File: config.mk
export PLATFORM = sky130hd
export DESIGN_NAME = dest_sink_reader
export DESIGN_NICKNAME = d
export VERILOG_FILES = /design/src/rtl/dest_sink_reader.sv
export SDC_FILE = /design/constraint.sdc
export NUM_CORES = 1
export LEC_CHECK = 0
export ABC_AREA = 0
export CAP_MARGIN = 20
export CELL_PAD_IN_SITES_DETAIL_PLACEMENT = 1
export CELL_PAD_IN_SITES_GLOBAL_PLACEMENT = 1
export CORE_AREA = 4 4 90 92
export DETAILED_ROUTE_END_ITERATION = 7
export DIE_AREA = 0 0 94 96
export PLACE_DENSITY_LB_ADDON = 0.08
export SLEW_MARGIN = 5
export SYNTH_ARGS = -nofsm -noshare
export SYNTH_HDL_FRONTEND = slang
export SYNTH_SLANG_ARGS = --single-unit
File: constraint.sdc
create_clock -name clk -period 2.2 [get_ports clk]
set_input_delay 0.44 -clock clk [delete_from_list [all_inputs] [get_ports clk]]
set_output_delay 0.44 -clock clk [all_outputs]
set_load 0.03 [all_outputs]
File: src/rtl/dest_sink_reader.sv
// Drains the D0/D1 destination FIFOs round-robin, presents one checked packet per cycle,
// and keeps saturating per-destination / VC1 counters plus a sticky routing-error flag.
module dest_sink_reader #(
    parameter int BW     = 6,
    parameter int RD_LAT = 1,
    parameter int CNTW   = 8
) (
    input  logic            clk,
    input  logic            reset_L,
    input  logic            enable,
    input  logic            D0_empty,
    input  logic            D1_empty,
    input  logic [BW-1:0]   D0_data_out,
    input  logic [BW-1:0]   D1_data_out,
    output logic            D0_rd,
    output logic            D1_rd,
    output logic            pkt_valid,
    output logic [BW-1:0]   pkt_data,
    output logic            pkt_src,
    output logic [CNTW-1:0] cnt_D0,
    output logic [CNTW-1:0] cnt_D1,
    output logic [CNTW-1:0] cnt_vc1,
    output logic            dest_error,
    output logic            drained
);

    typedef enum logic [1:0] {IDLE, RUN, DRAIN} state_t;

    state_t            state;
    logic              rr;
    logic [RD_LAT-1:0] vld_p;
    logic [RD_LAT-1:0] src_p;
    logic              pop_en;
    logic              pipe_busy;
    logic              exit_vld;
    logic              exit_src;
    logic [BW-1:0]     exit_data;

    function automatic logic [CNTW-1:0] sat_inc(input logic [CNTW-1:0] c, input logic inc);
        if (inc && (c != {CNTW{1'b1}}))
            return c + CNTW'(1);
        return c;
    endfunction

    // Pop request: rr only breaks the tie when both FIFOs have data.
    always_comb begin
        pop_en    = (state == RUN) && enable;
        D0_rd     = pop_en && !D0_empty && (!rr || D1_empty);
        D1_rd     = pop_en && !D1_empty && (rr || D0_empty);
        pipe_busy = |vld_p;
        exit_vld  = vld_p[RD_LAT-1];
        exit_src  = src_p[RD_LAT-1];
        exit_data = exit_src ? D1_data_out : D0_data_out;
        drained   = (state == IDLE) && !pipe_busy;
    end

    always_ff @(posedge clk or negedge reset_L) begin
        if (!reset_L) begin
            state      <= IDLE;
            rr         <= 1'b0;
            vld_p      <= '0;
            src_p      <= '0;
            pkt_valid  <= 1'b0;
            pkt_data   <= '0;
            pkt_src    <= 1'b0;
            cnt_D0     <= '0;
            cnt_D1     <= '0;
            cnt_vc1    <= '0;
            dest_error <= 1'b0;
        end else begin
            case (state)
                IDLE:    if (enable) state <= RUN;
                RUN:     if (!enable) state <= DRAIN;
                DRAIN: begin
                    if (enable)
                        state <= RUN;
                    else if (!pipe_busy)
                        state <= IDLE;
                end
                default: state <= IDLE;
            endcase

            // After any pop the other FIFO gets priority next time.
            if (D0_rd || D1_rd)
                rr <= ~D1_rd;

            // ---- read-latency pipeline: index 0 is the newest pop ----
            vld_p <= (vld_p << 1) | RD_LAT'(D0_rd || D1_rd);
            src_p <= (src_p << 1) | RD_LAT'(D1_rd);

            // ---- capture stage: FIFO data is valid as the entry exits ----
            pkt_valid <= exit_vld;
            if (exit_vld) begin
                pkt_data <= exit_data;
                pkt_src  <= exit_src;
                cnt_D0   <= sat_inc(cnt_D0, !exit_src);
                cnt_D1   <= sat_inc(cnt_D1, exit_src);
                cnt_vc1  <= sat_inc(cnt_vc1, exit_data[BW-1]);
                if (exit_data[BW-2] != exit_src)
                    dest_error <= 1'b1;
            end
        end
    end

endmodule

==> results.cfg <==
[clock_tree]
clk-insertion-delay-late_ps = 290
cts_made_buffers = 5
cts_tree = built
path_clk_slew_ps = 70
post_cts_buffers = 0
clkSinkCount = 38
holdBufCountCts = 0
root_buffer = clkbuf_8
ctsResizeCount = 0
cts_buffer_depth = 2
htreeDepth = 2

[hold_path]
hold_path.class = primary input to async pin

[yosys]
yosysWarnings = 0
synth_seq_cells = 38
yosysTopAreaCell = dfrtp_1
avgSynthCellArea_um2 = 11.1
syn-num-nets = 180
synth_top_area_share_pct = 53.3
yosysSeqAreaShare_pct = 53.3
ys_top_cells_by_area = dfrtp_1 (53%), a21oi_1 (3.6%), xnor2_1 (3.4%), mux2i_1 (3.4%), mux2_1 (3.2%)
syn_area_um2 = 1780
postSynthCellCount = 160
synth.distinct_cells = 38

[placed_design]
place.gp.congestion = 0.765
post_dp_cell_area_um2 = 2430
io_buffers = 52
hpwl_um = 3280

[floorplanning]
die_w_um = 94
rows = 31
die_area_um2 = 9020
io_pins = 53
core_area_um2 = 7210
start_util_pct = 24.7
die_y_um = 96

[pwr]
p_clk_share_pct = 19.5
seqPwrFrac_pct = 42.7
internal-power_uw = 1440
pwr-share-comb_pct = 37.8
p_sw_share_pct = 38.0
p_sw_uw = 884
max-vdd-ir-drop_uv = 207
leakage_uw = 0.00102
p_per_area_nw_per_um2 = 927

[setup_path]
cp-end-kind = primary output
startpoint_type = register
path_class = register to primary output
path_max_fanout = 4
worstPathArrival_ps = 1620
worstPathRequired_ps = 1760

[drt]
drt-initial-drc-count = 30
wl_per_cell_um = 13.8
first_pass_iters = 4
drcViolationCount = 0
ant_nets = 0
vias_per_cell = 4.52
via_count = 1437
drt-total-wl_um = 4400

[global_route]
globalRouteOverflowTotal = 0
track_usage_pct = 10.7
antenna_found_initial = 0
grt_pass1_vias = 1501
grt_max_degree = 39
grt_pass1_wl_um = 7520

[sta]
fin_worst_skew_ps = 3.48
slew_viol_final = 0
whs_ps = 106
finalSetupViolations = 0
hold_viol = 0
finalCriticalPeriod_ps = 2060
fmax_ghz = 0.485
relSlewSlack_pct = 71.5
period_share_pct = 93.7
setup_tns_ps = 0
tightest_slew_ps = 426
rsz0062_at_grt = false

[layout]
fill_cells = 817
multi_input_area_um2 = 793
syn2layout_area_growth_pct = 40.7
antenna_cells = 0
num-nets-final = 239
stdcell_area_um2 = 2510
drive_above_1_share_pct = 10.5
regArea_um2 = 951

[status]
outcome = finished, final reports clean

[run]
maxCapViolations = 0
==> cells in the mapped netlist (all sizes together) <==
cell     instances
nand2           13
o21bai           1
a31oi            2
dfrtp           38
nor4             1
nand2b           4
xor2             2
o311ai           1
a21o             1
o2111ai          1
and4             2
and2b            1
a21boi           1
nand3            8
o21ai            4
a21oi           13
nor2            13
nand4            5
and2             1
xnor2            7
and3             3
nand3b           1
a41oi            1
buf              2
nor3             6
mux2            11
nor2b            1
o21a             1
clkbuf           1
inv              5
ha               3
mux2i            6
==> final timing paths <==
kind                              end  cells past startpoint  startpoint  slack, ps
min in group clk           dest_error                      1  dest_error        460
max reg2reg                cnt_vc1[1]                      4  cnt_vc1[0]        480
min reg2reg                dest_error                      1  dest_error        460
min                         cnt_D0[0]                      2     reset_L        110
max                           drained                      2    state[0]        140
max in group asynchronous  cnt_vc1[5]                      2     reset_L       1890
==> cell families after synthesis <==
logic type	after synthesis	synth area share, %
AND/OR/NAND/NOR	59	18.4
AO/OA/AOI/OAI	26	9.05
adder cells (fa/ha/maj)	3	2.11
buffers and inverters	8	2.18
multiplexers	17	10.5
XOR/XNOR	9	4.42
flip-flops	38	53.3
==> layer usage <==
metal | track usage, % | part of all wire, % | up-vias
li1 | - | - | 679
met1 | 12.5 | 42 | 715
met2 | 17.9 | 49 | 38
met3 | 4.38 | 8.1 | 5
met4 | 3.61 | 1.3 | 0
met5 | 0 | 0 | -
==> stage by stage <==
step	cells	power (uW)	util, %	setup slack [ps]
final	318	2320	34.8	138
after global routing	318	2480	34.8	41.9
after CTS	318	2380	34.8	107
after detailed placement	311	1900	33.7	172
after global placement	311	1880	33.7	244
after floorplan	160	1490	-	305
==> sequential cells by signal, indices dropped and copies added, names as in the netlist <==
| register | count |
|---|---|
| dest_error | 1 |
| state | 2 |
| cnt_D0 | 8 |
| cnt_vc1 | 8 |
| cnt_D1 | 8 |
| exit_src | 1 |
| pkt_valid | 1 |
| pkt_data | 6 |
| exit_vld | 1 |
| pkt_src | 1 |
| rr | 1 |
==> power groups by stage <==
stage	clock network (uW)	logic, uW	registers [uW]
CTS	484	896	996
floorplan	0	243	1240
global route	510	948	1030
global placement	0	879	996
detailed placement	0	895	1010
finish	453	880	992
==> cell usage in the layout, fill, tap and decap left out, drive strengths merged, types with 6 or more instances in the layout <==
cell           count
nor3               6
mux2              11
clkbuf             7
xnor2              7
dfrtp             38
clkdlybuf4s50     49
buf                6
mux2i              6
nand2             13
nand3              8
a21oi             13
nor2              13
==> worst max-delay path, cell delays in order (launching register included) <==
cell	delay, ps
dfrtp_1	410
nor3_1	220
clkdlybuf4s50_1	710
==> cell type report <==
type / count / share of cell area (%)
sequential: 38 / 37.9
multi-input combinational: 114 / 31.6
timing repair buffer: 55 / 21.7
tap: 99 / 4.94
clock buffer: 7 / 3.04
inverter: 5 / 0.748
(Power assumes the default switching activity.)
